### src/rtl/synaptic_processing_unit3_pkg.sv
// Shared definitions for the synaptic processing unit: FSM state encoding
// and the saturation limits used by the accumulate datapath.
package spu_pkg;

    // One-hot state encoding, one bit per FSM state.
    typedef enum logic [5:0] {
        S_IDLE  = 6'b000001,
        S_DEQ   = 6'b000010,
        S_LATCH = 6'b000100,
        S_READ  = 6'b001000,
        S_ACC   = 6'b010000,
        S_WRITE = 6'b100000
    } state_t;

    // Largest value representable in a (width+1)-bit two's complement word.
    function automatic int sat_max(input int width);
        return (1 << width) - 1;
    endfunction

    // Most negative value representable in a (width+1)-bit two's complement word.
    function automatic int sat_min(input int width);
        return -(1 << width);
    endfunction

endpackage

### src/rtl/synaptic_processing_unit3_if.sv
// Bus between the synaptic processing unit and its spike FIFO and the
// weight / i_next memories. The unit is the master; the FIFO and memories
// sit on the slave side.
interface synaptic_processing_unit3_if #(
    parameter int numwidth = 16,
    parameter int tagbits  = 1
);
    logic                     fifo_empty;
    logic [tagbits-1:0]       src_tag_in;
    logic signed [numwidth:0] weight_in;
    logic signed [numwidth:0] i_next_in;
    logic                     req_deq;
    logic                     req_read;
    logic                     req_write_i_next;
    logic signed [numwidth:0] i_next_out;
    logic [tagbits-1:0]       src_tag_out;
    logic [tagbits-1:0]       dst_tag_out;
    logic                     busy;
    logic                     spike_done;

    modport master (
        input  fifo_empty, src_tag_in, weight_in, i_next_in,
        output req_deq, req_read, req_write_i_next, i_next_out,
               src_tag_out, dst_tag_out, busy, spike_done
    );

    modport slave (
        output fifo_empty, src_tag_in, weight_in, i_next_in,
        input  req_deq, req_read, req_write_i_next, i_next_out,
               src_tag_out, dst_tag_out, busy, spike_done
    );
endinterface

### src/rtl/synaptic_processing_unit3_sat_adder.sv
// Combinational saturating adder for (numwidth+1)-bit two's complement
// operands. The sum is formed one bit wider so overflow shows up as a
// disagreement between the two top bits, and is then clamped.
module sat_adder
    import spu_pkg::*;
#(
    parameter int numwidth = 16
) (
    input  logic signed [numwidth:0] a,
    input  logic signed [numwidth:0] b,
    output logic signed [numwidth:0] sum
);
    localparam int max_i = sat_max(numwidth);
    localparam int min_i = sat_min(numwidth);
    localparam logic signed [numwidth:0] max_v = max_i[numwidth:0];
    localparam logic signed [numwidth:0] min_v = min_i[numwidth:0];

    logic signed [numwidth+1:0] wide;

    // Widen, add, then clamp toward the limit on the side that overflowed.
    always_comb begin
        wide = {a[numwidth], a} + {b[numwidth], b};
        if (wide[numwidth+1] != wide[numwidth]) begin
            sum = wide[numwidth+1] ? min_v : max_v;
        end else begin
            sum = wide[numwidth:0];
        end
    end
endmodule

### src/rtl/synaptic_processing_unit3.sv
// Synaptic processing unit: pops a source tag from the spike FIFO, then for
// every destination neuron reads weight and pending current, adds them with
// saturation and writes the result back. Zero weights can optionally be
// skipped, and a queued spike starts straight after the previous one ends.
module synaptic_processing_unit3
    import spu_pkg::*;
#(
    parameter int numneurons = 2,
    parameter int numwidth   = 16,
    parameter int tagbits    = 1,
    parameter int skip_zero  = 0
) (
    input  logic clk,
    input  logic asyn_reset,
    synaptic_processing_unit3_if.master bus
);
    localparam logic [tagbits-1:0] last_tag = tagbits'(numneurons - 1);

    state_t                   state_q, state_d;
    logic [tagbits-1:0]       src_tag_q, src_tag_d;
    logic [tagbits-1:0]       dst_tag_q, dst_tag_d;
    logic signed [numwidth:0] sum_q, sum_d;
    logic signed [numwidth:0] sat_sum;
    logic                     is_last;
    logic                     skip_now;

    sat_adder #(.numwidth(numwidth)) u_sat_adder (
        .a   (bus.weight_in),
        .b   (bus.i_next_in),
        .sum (sat_sum)
    );

    assign is_last  = (dst_tag_q == last_tag);
    assign skip_now = (skip_zero != 0) && (bus.weight_in == '0);

    // State and datapath registers; reset abandons any spike in flight.
    always_ff @(posedge clk or posedge asyn_reset) begin
        if (asyn_reset) begin
            state_q   <= S_IDLE;
            src_tag_q <= '0;
            dst_tag_q <= '0;
            sum_q     <= '0;
        end else begin
            state_q   <= state_d;
            src_tag_q <= src_tag_d;
            dst_tag_q <= dst_tag_d;
            sum_q     <= sum_d;
        end
    end

    // Next state and next datapath values; termination compares against the
    // last destination index so non-power-of-two neuron counts stop cleanly.
    always_comb begin
        state_d   = state_q;
        src_tag_d = src_tag_q;
        dst_tag_d = dst_tag_q;
        sum_d     = sum_q;
        case (state_q)
            S_IDLE: begin
                if (!bus.fifo_empty) begin
                    state_d = S_DEQ;
                end
            end
            S_DEQ: begin
                state_d = S_LATCH;
            end
            S_LATCH: begin
                src_tag_d = bus.src_tag_in;
                dst_tag_d = '0;
                state_d   = S_READ;
            end
            S_READ: begin
                state_d = S_ACC;
            end
            S_ACC: begin
                sum_d = sat_sum;
                if (skip_now) begin
                    if (is_last) begin
                        state_d = bus.fifo_empty ? S_IDLE : S_DEQ;
                    end else begin
                        dst_tag_d = dst_tag_q + tagbits'(1);
                        state_d   = S_READ;
                    end
                end else begin
                    state_d = S_WRITE;
                end
            end
            S_WRITE: begin
                if (is_last) begin
                    state_d = bus.fifo_empty ? S_IDLE : S_DEQ;
                end else begin
                    dst_tag_d = dst_tag_q + tagbits'(1);
                    state_d   = S_READ;
                end
            end
            default: begin
                state_d = S_IDLE;
            end
        endcase
    end

    // Control strobes decoded from the registered state; data from registers.
    always_comb begin
        bus.req_deq          = (state_q == S_DEQ);
        bus.req_read         = (state_q == S_READ);
        bus.req_write_i_next = (state_q == S_WRITE);
        bus.busy             = (state_q != S_IDLE);
        bus.spike_done       = ((state_q == S_WRITE) && is_last) ||
                               ((state_q == S_ACC) && skip_now && is_last);
        bus.i_next_out       = sum_q;
        bus.src_tag_out      = src_tag_q;
        bus.dst_tag_out      = dst_tag_q;
    end
endmodule

### src/flat_wrapper.sv
// flat-port wrapper written by rule: the top's interface ports become plain ports
module synaptic_processing_unit3_flat import spu_pkg::*;
#(
    parameter int numneurons = 2,
    parameter int numwidth   = 16,
    parameter int tagbits    = 1,
    parameter int skip_zero  = 0
)
  (clk, asyn_reset, bus_fifo_empty, bus_src_tag_in, bus_weight_in, bus_i_next_in, bus_req_deq, bus_req_read, bus_req_write_i_next, bus_i_next_out, bus_src_tag_out, bus_dst_tag_out, bus_busy, bus_spike_done);
  synaptic_processing_unit3_if #(.numwidth(numwidth), .tagbits(tagbits)) bus_i ();
  input  logic clk;
  input  logic asyn_reset;
  input wire logic [$bits(bus_i.fifo_empty)-1:0] bus_fifo_empty;
  input wire logic [$bits(bus_i.src_tag_in)-1:0] bus_src_tag_in;
  input wire logic [$bits(bus_i.weight_in)-1:0] bus_weight_in;
  input wire logic [$bits(bus_i.i_next_in)-1:0] bus_i_next_in;
  output wire logic [$bits(bus_i.req_deq)-1:0] bus_req_deq;
  output wire logic [$bits(bus_i.req_read)-1:0] bus_req_read;
  output wire logic [$bits(bus_i.req_write_i_next)-1:0] bus_req_write_i_next;
  output wire logic [$bits(bus_i.i_next_out)-1:0] bus_i_next_out;
  output wire logic [$bits(bus_i.src_tag_out)-1:0] bus_src_tag_out;
  output wire logic [$bits(bus_i.dst_tag_out)-1:0] bus_dst_tag_out;
  output wire logic [$bits(bus_i.busy)-1:0] bus_busy;
  output wire logic [$bits(bus_i.spike_done)-1:0] bus_spike_done;
  assign bus_i.fifo_empty = bus_fifo_empty;
  assign bus_i.src_tag_in = bus_src_tag_in;
  assign bus_i.weight_in = bus_weight_in;
  assign bus_i.i_next_in = bus_i_next_in;
  assign bus_req_deq = bus_i.req_deq;
  assign bus_req_read = bus_i.req_read;
  assign bus_req_write_i_next = bus_i.req_write_i_next;
  assign bus_i_next_out = bus_i.i_next_out;
  assign bus_src_tag_out = bus_i.src_tag_out;
  assign bus_dst_tag_out = bus_i.dst_tag_out;
  assign bus_busy = bus_i.busy;
  assign bus_spike_done = bus_i.spike_done;
  synaptic_processing_unit3 #(.numneurons(numneurons), .numwidth(numwidth), .tagbits(tagbits), .skip_zero(skip_zero)) u_core (.clk(clk), .asyn_reset(asyn_reset), .bus(bus_i));
endmodule
### config.mk
export PLATFORM = sky130hd
export DESIGN_NAME = synaptic_processing_unit3_flat
export DESIGN_NICKNAME = d
export VERILOG_FILES = /design/src/rtl/synaptic_processing_unit3_pkg.sv /design/src/rtl/synaptic_processing_unit3_if.sv /design/src/rtl/synaptic_processing_unit3_sat_adder.sv /design/src/rtl/synaptic_processing_unit3.sv /design/src/flat_wrapper.sv
export SDC_FILE = /design/constraint.sdc
export NUM_CORES = 1
export LEC_CHECK = 0
export BUFFER_PORTS_ARGS = -buffer_cell sky130_fd_sc_hd__clkbuf_2
export CAP_MARGIN = 20
export CORE_MARGIN = 3
export CORE_UTILIZATION = 52
export CTS_CLUSTER_DIAMETER = 50
export CTS_CLUSTER_SIZE = 30
export DETAILED_ROUTE_END_ITERATION = 10
export MAX_ROUTING_LAYER = met4
export PLACE_DENSITY = 0.81
export SYNTH_ARGS = -nofsm -noshare
export SYNTH_HDL_FRONTEND = slang
export SYNTH_SLANG_ARGS = --single-unit
export TNS_END_PERCENT = 30
### constraint.sdc
create_clock -name clk -period 2.1 [get_ports clk]
set_clock_uncertainty 0.15 [all_clocks]
set_input_delay 0.105 -clock clk [delete_from_list [all_inputs] [get_ports clk]]
set_output_delay 0.105 -clock clk [all_outputs]
set_load 0.01 [all_outputs]
Word-level counts from Yosys, hierarchy flattened --
Cells that the tools add are included.
Word-level totals: bits in registers 25, bits of input ports 38, logic and storage cells 25
Cells by class: add/subtract/negate cells 2, equal/unequal tests 9, multiplexer cells 8, reduce and logical (&&, ||, !) cells 2
Operator list (count):
- $pmux 6 s6 | 1
- $mux 17 | 2
- $add 17x17->18 | 1
- $mux 6 | 2
- $eq 6x1->1 const B | 1
- $eq 6x2->1 const B | 1
- $eq 6x3->1 const B | 1
- $eq 6x4->1 const B | 1
- $eq 6x5->1 const B | 1
- $eq 6x6->1 const B | 1
- $ne 6x1->1 const B | 1
- $mux 2 | 1
- $ne 2x2->1 const B | 1
- $pmux 1 s2 | 1
- $reduce_bool 2->1 | 1
- $add 1x1->1 const B | 1
- $logic_and 1x1->1 | 1
- $mux 1 | 1
- $ne 1x1->1 | 1

Logic depth before layout (Yosys ltp) --
Gate-level depths: netlist (run 1).
depth after elaboration 3, mapped depth 12, gate-level depth less buffers 11

By module --
Synthesis (run 1) repeated with hierarchy kept, for this count alone.
Unflattened totals: cell total of the unflattened synthesis 205, area total of the unflattened synthesis 2115.8 um^2
By module, submodules not included:
- synaptic_processing_unit3 | instances 1, cells an instance 74, area each 1063.5 um^2
- sat_adder | instances 1, cells an instance 131, area each 1052.3 um^2

Worst setup path after synthesis (run 1) --
Ideal clock, no wire load.
kind input port to flip-flop, start input bus_i_next_in[0], end register u_core.sum_q[3], in the netlist u_core.bus.i_next_out[3], setup time 0.118 ns, data arrival time 2.133 ns, data required time 1.832 ns, slack -0.301 ns, cell stages on the path 12, path buffers 1, path through ha_1 inv_1 fa_1 nand2b_1 a21o_1 a211oi_2 o21a_1 o32ai_4 o21ai_4 buf_6 a21oi_1 a21o_1
Between the ends: cells in the longest elaborated chain, start to end 3
RTL lines:
- start: declaration | RTL line flat_wrapper.sv:16 | input wire logic [$bits(bus_i.i_next_in)-1:0] bus_i_next_in;
- $add 17x17->18 * | RTL line synaptic_processing_unit3_sat_adder.sv:22 | wide = {a[numwidth], a} + {b[numwidth], b};
- $mux 17 or $ne 1x1->1 (tied branches) | RTL line synaptic_processing_unit3_sat_adder.sv:24, synaptic_processing_unit3_sat_adder.sv:23
- $mux 17 * | RTL line synaptic_processing_unit3_sat_adder.sv:23 | if (wide[numwidth+1] != wide[numwidth]) begin
- end signal: assignment | RTL line synaptic_processing_unit3.sv:47 | sum_q <= sum_d;
- end: declaration | RTL line synaptic_processing_unit3.sv:22 | logic signed [numwidth:0] sum_q, sum_d;
Every way passes the cells marked *; elsewhere a longest branch is shown, timed or not. A chain may end at the register's enable or synchronous reset.

Worst setup path after layout (run 1) --
start input bus_weight_in[0], end register u_core.sum_q[5], in the netlist u_core.bus.i_next_out[5]
Between the ends: cells in the longest elaborated chain, start to end 3
RTL lines:
- start: declaration | RTL line flat_wrapper.sv:15 | input wire logic [$bits(bus_i.weight_in)-1:0] bus_weight_in;
- $add 17x17->18 * | RTL line synaptic_processing_unit3_sat_adder.sv:22
- $mux 17 or $ne 1x1->1 (tied branches) | RTL line synaptic_processing_unit3_sat_adder.sv:24, synaptic_processing_unit3_sat_adder.sv:23
- $mux 17 * | RTL line synaptic_processing_unit3_sat_adder.sv:23
Marked as above.

==> flow_summary.toml, run 1 <==
[power]
p_leak_nw = 1.59
swShare_pct = 38.4
p_int_mw = 1.26
p_clk_share_pct = 14.1
power.switching_mw = 0.787
combPwrFrac_pct = 49.8
pwr-share-seq_pct = 36.2
pwr_density_cell_mw_per_mm2 = 691
ir_drop_mv = 0.837

[detailed_routing]
avgRoutedWirePerCell_um = 14.3
routed_wl_um = 5630
firstDrtPassIters = 4
viasPerCell = 5.62
drt_iter0_drc = 86
postRouteAntennaNets = 0
vias = 2207
drc = 0

[critical_path]
critPathMaxFanout = 7
endpoint_kind = "flop"
startpoint_type = "input pin"
worst-endpoint-arrival_ps = 2230
reg2regPathDepth = 6
crit_type = "in -> reg"
cp_data_required_time_ps = 2120

[logic_synthesis]
synth_top_area_share_pct = 29.3
synth_edf_count = 0
syn_inst = 235
yosysMostFrequentCell = "a21oi_1"
yosysSeqAreaShare_pct = 30.6
synth_area_mm2 = 0.00205
syn-num-nets = 291
avgSynthCellArea_um2 = 8.72
ys.flop_type = "dfrtp_1"
ys_ff_latch = 25
ys_top_cells_by_count = "31 x a21oi_1, 24 x dfrtp_1, 17 x ha_1, 17 x nand2_1"
synthTopCellsByArea = "dfrtp_1 29%, ha_1 10%, a21oi_1 7.6%"
synthArstFlopShare_pct = 100
yosys_warnings = 0
synth_top_area_cell = "dfrtp_1"
yosysUniqueCellTypes = 48

[global_route]
grt_pass1_vias = 2162
grt_max_degree = 20
antenna_found_initial = 0
globalRoute.totalOverflow = 0
grt_use_total_pct = 25.5
grt_pass1_wl_um = 9070

[floorplanning]
rows = 22
initial_core_util_pct = 54.7
die-area_mm2 = 0.00473
boundaryPins = 62
core_area_mm2 = 0.00374
die_w_um = 68.8
die_h_um = 68.8

[clock_tree]
ctsRootBufferMaster = "clkbuf_8"
insertion_delay_ps = 270
cts_tree = "done"
cts_max_level = 1
path_clk_slew_ps = 90
cts_buffers = 3
clockBufferDepth = 2
clock_sinks = 25

[cells_and_area]
drive_above_1_share_pct = 43.2
diodes = 0
nNetsFinal = 402
syn2layout_area_growth_pct = 44.8
final_cell_area_mm2 = 0.00297

[sta]
setup_tns_ps = -1020
period_share_pct = 105
slew_viol_final = 0
max_clock_freq_mhz = 454
whs_ps = 105
setup_ws_ps = -100
tightest_slew_ps = 605
setup_violations = 13
fin_crit_ps = 2200
rsz0062_at_grt = "true"
hold_viol_final = 0
slew_headroom_pct = 59.6

[flow_run]
maxCapViolCount = 0

[place]
dp_hpwl_um = 4160
gp_congestion = 0.856
port_buffers = 61
post-place-ws_ps = -601
dpl-instance-area_mm2 = 0.00272

[run_status]
outcome = "finished, violations left"
violations = "negative setup slack"

[min_path]
min_path_cells = 4
min_path_type = "in -> reg"
## registers in the layout, summed over array words and instances (netlist names)
register                count
u_core.bus.dst_tag_out      1
u_core.state_q              6
u_core.bus.i_next_out      17
u_core.bus.src_tag_out      1
## final cells by class
cell class	count	area (um2)
inverter	13	48.8
clock inverter	1	5.00
tap	48	60.1
timing repair buffer	117	757
multi-input combinational	186	1430
fill	264	776
sequential	25	627
clock buffer	3	41.3
## critical path: stages
cell      delay [ps]
buf_8             70
ha_4             120
inv_2             30
fa_2             330
nand2b_4         150
a21o_1           190
a211oi_4         340
o21a_1           220
o32ai_4          110
o21ai_4          180
buf_6            150
a21oi_1           50
a21o_1           150
## layout by cell type, fill, tap and decap left out, types with 5 or more instances in the layout
cell type / instances
inv_1: 12
ha_1: 15
xor2_1: 8
clkbuf_2: 59
xnor2_1: 6
nor2_1: 14
a21oi_2: 6
a21o_1: 16
a211oi_2: 5
buf_4: 51
o21ai_0: 12
a21oi_1: 25
nand2_1: 16
dfrtp_1: 24
## kinds of logic after synthesis
kind of cell | count (synthesis) | synth area share, %
compound gates | 91 | 30.3
simple gates | 61 | 15.4
flops | 25 | 30.6
buf+inv | 24 | 5.37
fa+ha+maj | 18 | 11.4
xor+xnor | 14 | 5.98
mux | 2 | 1.04
## metrics by stage
step | power, mW | utilization, % | cells
floorplan | 1.29 | - | 235
global placement | 1.66 | 72.7 | 379
detailed placement | 1.69 | 72.7 | 379
CTS | 2.02 | 78.0 | 393
global route | 2.18 | 79.3 | 393
finish | 2.05 | 79.3 | 393
## power groups by stage
stage / Clock [mW] / Sequential [mW] / Combinational (mW)
after floorplan: 0 / 0.778 / 0.515
after global placement: 0 / 0.743 / 0.915
after detailed placement: 0 / 0.748 / 0.940
after CTS: 0.285 / 0.739 / 0.991
after global routing: 0.298 / 0.754 / 1.13
final: 0.288 / 0.741 / 1.02
## layer usage
metal  wire [um]  vias to the layer above  GRT usage (%)
li1            -                     1075              -
met1        2360                     1053           30.7
met2        2830                       69           44.6
met3         353                       10           4.38
met4          82                        0           6.08
met5           0                        -              -
## worst paths after layout
check | slack [ps] | start | end
max | -100 | bus_weight_in[0] | u_core.bus.i_next_out[5]
min | 100 | bus_i_next_in[0] | u_core.bus.i_next_out[0]
max reg2reg | 380 | u_core.state_q[1] | u_core.state_q[0]
min reg2reg | 340 | u_core.bus.i_next_out[16] | u_core.bus.i_next_out[16]
max in group asynchronous | 970 | asyn_reset | u_core.bus.i_next_out[7]
min in group asynchronous | 270 | asyn_reset | u_core.bus.i_next_out[1]
## timing repair
item                       4_1_cts  5_1_grt
pin swaps                       11        4
resized for setup               14       13
buffers inserted                 7        0
hold endpoints to repair        18        0
setup endpoints to repair       16       17
hold buffers                     3        0
(Power assumes the default switching activity.)
==> inputs of run 2 (changes only) <==
--- a/config.mk
+++ b/config.mk
@@ -13,7 +13,7 @@
 export CTS_CLUSTER_SIZE = 30
 export DETAILED_ROUTE_END_ITERATION = 10
 export MAX_ROUTING_LAYER = met4
-export PLACE_DENSITY = 0.81
+export PLACE_DENSITY = 0.87
 export SYNTH_ARGS = -nofsm -noshare
 export SYNTH_HDL_FRONTEND = slang
 export SYNTH_SLANG_ARGS = --single-unit
==> flow_summary.toml, run 2 (synthesis gave the netlist of run 1 again) <==
[run_status]
outcome = "finished, violations left"
violations = "negative setup slack"

[cells_and_area]
final_util_pct = 80.4
largest_reg_flops = 17
layout_common_cells = "59 x clkbuf_2, 47 x buf_4, 24 x dfrtp_1"
nNetsFinal = 400
drive_above_1_share_pct = 44.6
diodes = 0
syn2layout_area_growth_pct = 46.8
fin_cells = 391
final_common_cell = "clkbuf_2"

[clock_tree]
cts_tree = "done"
path_clk_slew_ps = 90
clock_sinks = 25
clockBufferDepth = 2
cts_buffers = 3
ctsRootBufferMaster = "clkbuf_8"
cts_max_level = 1
insertion_delay_ps = 270

[power]
swShare_pct = 39.1
pwr_density_cell_mw_per_mm2 = 691
ir_drop_mv = 0.846
p_int_mw = 1.27
p_leak_nw = 1.59
combPwrFrac_pct = 50.5
power.switching_mw = 0.812
pwr-share-seq_pct = 36.0
p_clk_share_pct = 13.6

[sta]
max_clock_freq_mhz = 441
hold_viol_final = 0
period_share_pct = 108
whs_ps = 113
setup_tns_ps = -1970
fin_crit_ps = 2270
setup_ws_ps = -166
slew_headroom_pct = 68.3
setup_violations = 16
tightest_slew_ps = 469
slew_viol_final = 0
rsz0062_at_grt = "true"

[critical_path]
reg2regPathDepth = 7
cp-startpoint = "bus_weight_in[0]"
cp_data_required_time_ps = 2130
reg2reg_to = "u_core.bus.i_next_out[7]"
r2r_slack_ps = 360
worst-endpoint-arrival_ps = 2290
r2r-start = "u_core.state_q[1]"
startpoint_type = "input pin"
endpoint_kind = "flop"
crit_type = "in -> reg"
critPathMaxFanout = 6
critical_path.endpoint = "u_core.bus.i_next_out[7]"

[place]
post-place-ws_ps = -610
dp_hpwl_um = 4390
gp_congestion = 0.871
dp.cells = 376
port_buffers = 61

[floorplanning]
die_h_um = 68.8
die_w_um = 68.8
rows = 22
boundaryPins = 62
initial_core_util_pct = 54.7
core_area_mm2 = 0.00374
die-area_mm2 = 0.00473

[detailed_routing]
drt_iter0_drc = 182
drc = 0
firstDrtPassIters = 4
routed_wl_um = 6360
vias = 2285
avgRoutedWirePerCell_um = 16.3
postRouteAntennaNets = 0
viasPerCell = 5.84

[global_route]
antenna_found_initial = 0
grt_max_degree = 20
globalRoute.totalOverflow = 0
grt_pass1_wl_um = 9890
grt_pass1_vias = 2218
grt_use_total_pct = 28.8

[flow_run]
maxCapViolCount = 0

[min_path]
min_path_type = "in -> reg"
## run 2: cell types whose count changed in the layout (fill, tap and decap cells not counted), sizes merged
cell and change:
buf -3, clkbuf +1
## run 2: power by group through the flow
stage | Sequential (mW) | Clock [mW] | Combinational (mW)
floorplan | 0.778 | 0 | 0.515
global placement | 0.744 | 0 | 0.909
detailed placement | 0.748 | 0 | 0.942
CTS | 0.740 | 0.288 | 0.993
global route | 0.761 | 0.309 | 1.15
finish | 0.747 | 0.282 | 1.05
## run 2: worst min-delay path by stage
stage / cells after the start / from / endpoint
4_1_cts: 4 / bus_weight_in[0] / u_core.bus.i_next_out[0]
6_report: 4 / bus_i_next_in[0] / u_core.bus.i_next_out[0]
3_3_place_gp: 2 / asyn_reset / u_core.bus.i_next_out[2]
3_5_place_dp: 2 / asyn_reset / u_core.bus.i_next_out[2]
2_1_floorplan: 1 / asyn_reset / u_core.bus.dst_tag_out
5_1_grt: 4 / bus_i_next_in[0] / u_core.bus.i_next_out[0]
## run 2: routing by layer
| metal | global-route usage, % | routed length (um) | vias up |
|---|---|---|---|
| li1 | - | - | 1079 |
| met1 | 32.5 | 2440 | 1058 |
| met2 | 49.5 | 3130 | 109 |
| met3 | 5.35 | 387 | 39 |
| met4 | 12.7 | 403 | 0 |
| met5 | - | 0 | - |
## run 2: per-stage QoR
step	area, um2	power [mW]
after detailed placement	2700	1.69
after CTS	2940	2.02
after global placement	2700	1.65
after global routing	3010	2.22
final	3010	2.08
after floorplan	2070	1.29
## run 2: worst max-delay path, cell delays in order
cell and delay [ps]:
buf_8 70, ha_4 120, inv_2 30, fa_2 340
nand2b_4 150, a21o_1 190, a211oi_2 280, o21a_1 210
o32ai_4 140, o21ai_4 240, clkbuf_16 200, a21oi_1 50
a21o_1 150
## run 2: what timing repair did
action,CTS,global route
endpoints found under the setup margin,17,16
gates resized for setup,19,17
cloned,1,0
pin swaps,16,5
setup buffers,5,2
endpoints found under the hold margin,15,0
hold buffers,3,0
## run 2: area by class of cell
| class | count | area, um2 |
|---|---|---|
| Multi-Input combinational cell | 186 | 1460 |
| Fill cell | 241 | 734 |
| Inverter | 13 | 48.8 |
| Clock inverter | 1 | 5.00 |
| Sequential cell | 25 | 627 |
| Clock buffer | 3 | 41.3 |
| Tap cell | 48 | 60.1 |
| Timing Repair Buffer | 115 | 772 |
==> inputs of run 3 (changes only) <==
--- a/config.mk
+++ b/config.mk
@@ -5,15 +5,15 @@
 export SDC_FILE = /design/constraint.sdc
 export NUM_CORES = 1
 export LEC_CHECK = 0
-export BUFFER_PORTS_ARGS = -buffer_cell sky130_fd_sc_hd__clkbuf_2
 export CAP_MARGIN = 20
 export CORE_MARGIN = 3
-export CORE_UTILIZATION = 52
+export CORE_UTILIZATION = 64
 export CTS_CLUSTER_DIAMETER = 50
 export CTS_CLUSTER_SIZE = 30
 export DETAILED_ROUTE_END_ITERATION = 10
+export DONT_BUFFER_PORTS = 1
 export MAX_ROUTING_LAYER = met4
-export PLACE_DENSITY = 0.87
+export PLACE_DENSITY_LB_ADDON = 0.3
 export SYNTH_ARGS = -nofsm -noshare
 export SYNTH_HDL_FRONTEND = slang
 export SYNTH_SLANG_ARGS = --single-unit
==> flow_summary.toml, run 3 (synthesis gave the netlist of run 1 again) <==
[critical_path]
worst-endpoint-arrival_ps = 2260
endpoint_kind = "flop"
startpoint_type = "input pin"
path_cells = "ha_4, inv_2, fa_2, nand2b_4, a21o_1, a211oi_2, buf_4, a211oi_4, o32ai_4, nand2_2, buf_4, a21oi_2, a21o_1"
cp_slowest_stage_delay_ps = 330
crit_type = "in -> reg"
critPathMaxFanout = 5
critPathSlowestCell = "fa_2"
cp_data_required_time_ps = 2240

[sta]
period_share_pct = 101
max_clock_freq_mhz = 472
rsz0062_at_grt = "true"
setup_violations = 2
slew_viol_final = 0
setup_ws_ps = -20.3
setup_tns_ps = -26.3
slew_headroom_pct = 40.6
whs_ps = -23.8
fin_crit_ps = 2120
tightest_slew_ps = 890
hold_viol_final = 1

[detailed_routing]
firstDrtPassIters = 4
postRouteAntennaNets = 0
drc = 0
drt_iter0_drc = 122
routed_wl_um = 5990
viasPerCell = 6.50
vias = 2094
avgRoutedWirePerCell_um = 18.6

[floorplanning]
die_w_um = 62.6
rows = 19
boundaryPins = 62
die-area_mm2 = 0.00392
core_area_mm2 = 0.00290
initial_core_util_pct = 70.7
die_h_um = 62.6

[cells_and_area]
final_common_cell = "buf_4"
largest_reg_flops = 17
syn2layout_area_growth_pct = 26.7
diodes = 0
final_cell_area_mm2 = 0.00260
layout.filler_cells = 139
nNetsFinal = 337
layout_common_cells = "45 x buf_4, 24 x dfrtp_1, 22 x a21oi_1"
drive_above_1_share_pct = 30.0

[place]
dp_hpwl_um = 4280
gp_congestion = 0.853
port_buffers = 0
dpl-instance-area_mm2 = 0.00238

[min_path]
min_path_type = "in -> reg"

[global_route]
grt_pass1_vias = 2102
grt_pass1_wl_um = 9580
antenna_found_initial = 0
grt_use_total_pct = 31.3
globalRoute.totalOverflow = 0
grt_max_degree = 26

[clock_tree]
path_clk_slew_ps = 150
ctsRootBufferMaster = "clkbuf_4"
clockBufferDepth = 2
cts_max_level = 1
insertion_delay_ps = 340
clock_sinks = 25
cts_tree = "done"
cts_buffers = 3

[run_status]
violations = "negative hold slack, negative setup slack"
outcome = "finished, violations left"

[power]
pwr_density_cell_mw_per_mm2 = 721
ir_drop_mv = 0.927
p_leak_nw = 1.29

[flow_run]
maxCapViolCount = 0
run 3: layout make-up:
type	count	area (um2)	share of cell area, %
Multi-Input combinational cell	186	1430	55.0
Sequential cell	25	627	24.1
Timing Repair Buffer	52	412	15.8
Tap cell	42	52.6	2.02
Inverter	13	48.8	1.88
Clock buffer	3	22.5	0.867
Clock inverter	1	7.51	0.289
run 3: layer usage:
metal	vias up	track usage [%]	wire (um)	share of wire, %
met4	0	14.9	341	5.7
met1	982	32.9	2230	37
met3	40	6.47	478	8.0
met5	-	-	0	0
met2	120	55.7	2940	49
li1	952	-	-	-
run 3: stage by stage:
step	total power, mW	setup slack [ps]	std cells	util (%)
global placement	1.49	-316	308	82.0
CTS	1.79	3.36	320	86.2
global route	1.99	-72.6	322	89.6
floorplan	1.29	-270	235	-
detailed placement	1.54	-488	308	82.0
finish	1.87	-20.3	322	89.6
run 3: worst max-delay path: cells and delay by family:
family                     cells  cell delay (ps)
AOI/OAI and AO/OA              6             1020
adders and majority gates      2              440
buffers and inverters          3              390
and+or+nand+nor                2              290
run 3: power breakdown:
group | switching, mW | internal, mW
sequential | 0.200 | 0.631
clock | 0.151 | 0.0731
combinational | 0.436 | 0.380
total | 0.788 | 1.08
run 3: final timing paths:
| path | startpoint | endpoint | slack [ps] | cells past startpoint |
|---|---|---|---|---|
| worst max-delay path | bus_i_next_in[0] | u_core.bus.i_next_out[5] | -20 | 13 |
| worst min register to register | u_core.state_q[2] | u_core.state_q[4] | 390 | 1 |
| worst min-delay path | bus_weight_in[0] | u_core.bus.i_next_out[0] | -20 | 3 |
| worst max register to register | u_core.state_q[1] | u_core.state_q[0] | 180 | 6 |
| min in group asynchronous | asyn_reset | u_core.bus.i_next_out[5] | 240 | 2 |
| max in group asynchronous | asyn_reset | u_core.state_q[2] | 1000 | 2 |
run 3: repair_timing:
| item | in CTS | in global routing |
|---|---|---|
| hold endpoints to repair | 28 | 0 |
| pin swaps | 4 | 11 |
| resized for setup | 4 | 23 |
| buffers inserted | 4 | 1 |
| cloned | 0 | 1 |
| endpoints found under the setup margin | 12 | 18 |
| hold buffers | 4 | 0 |
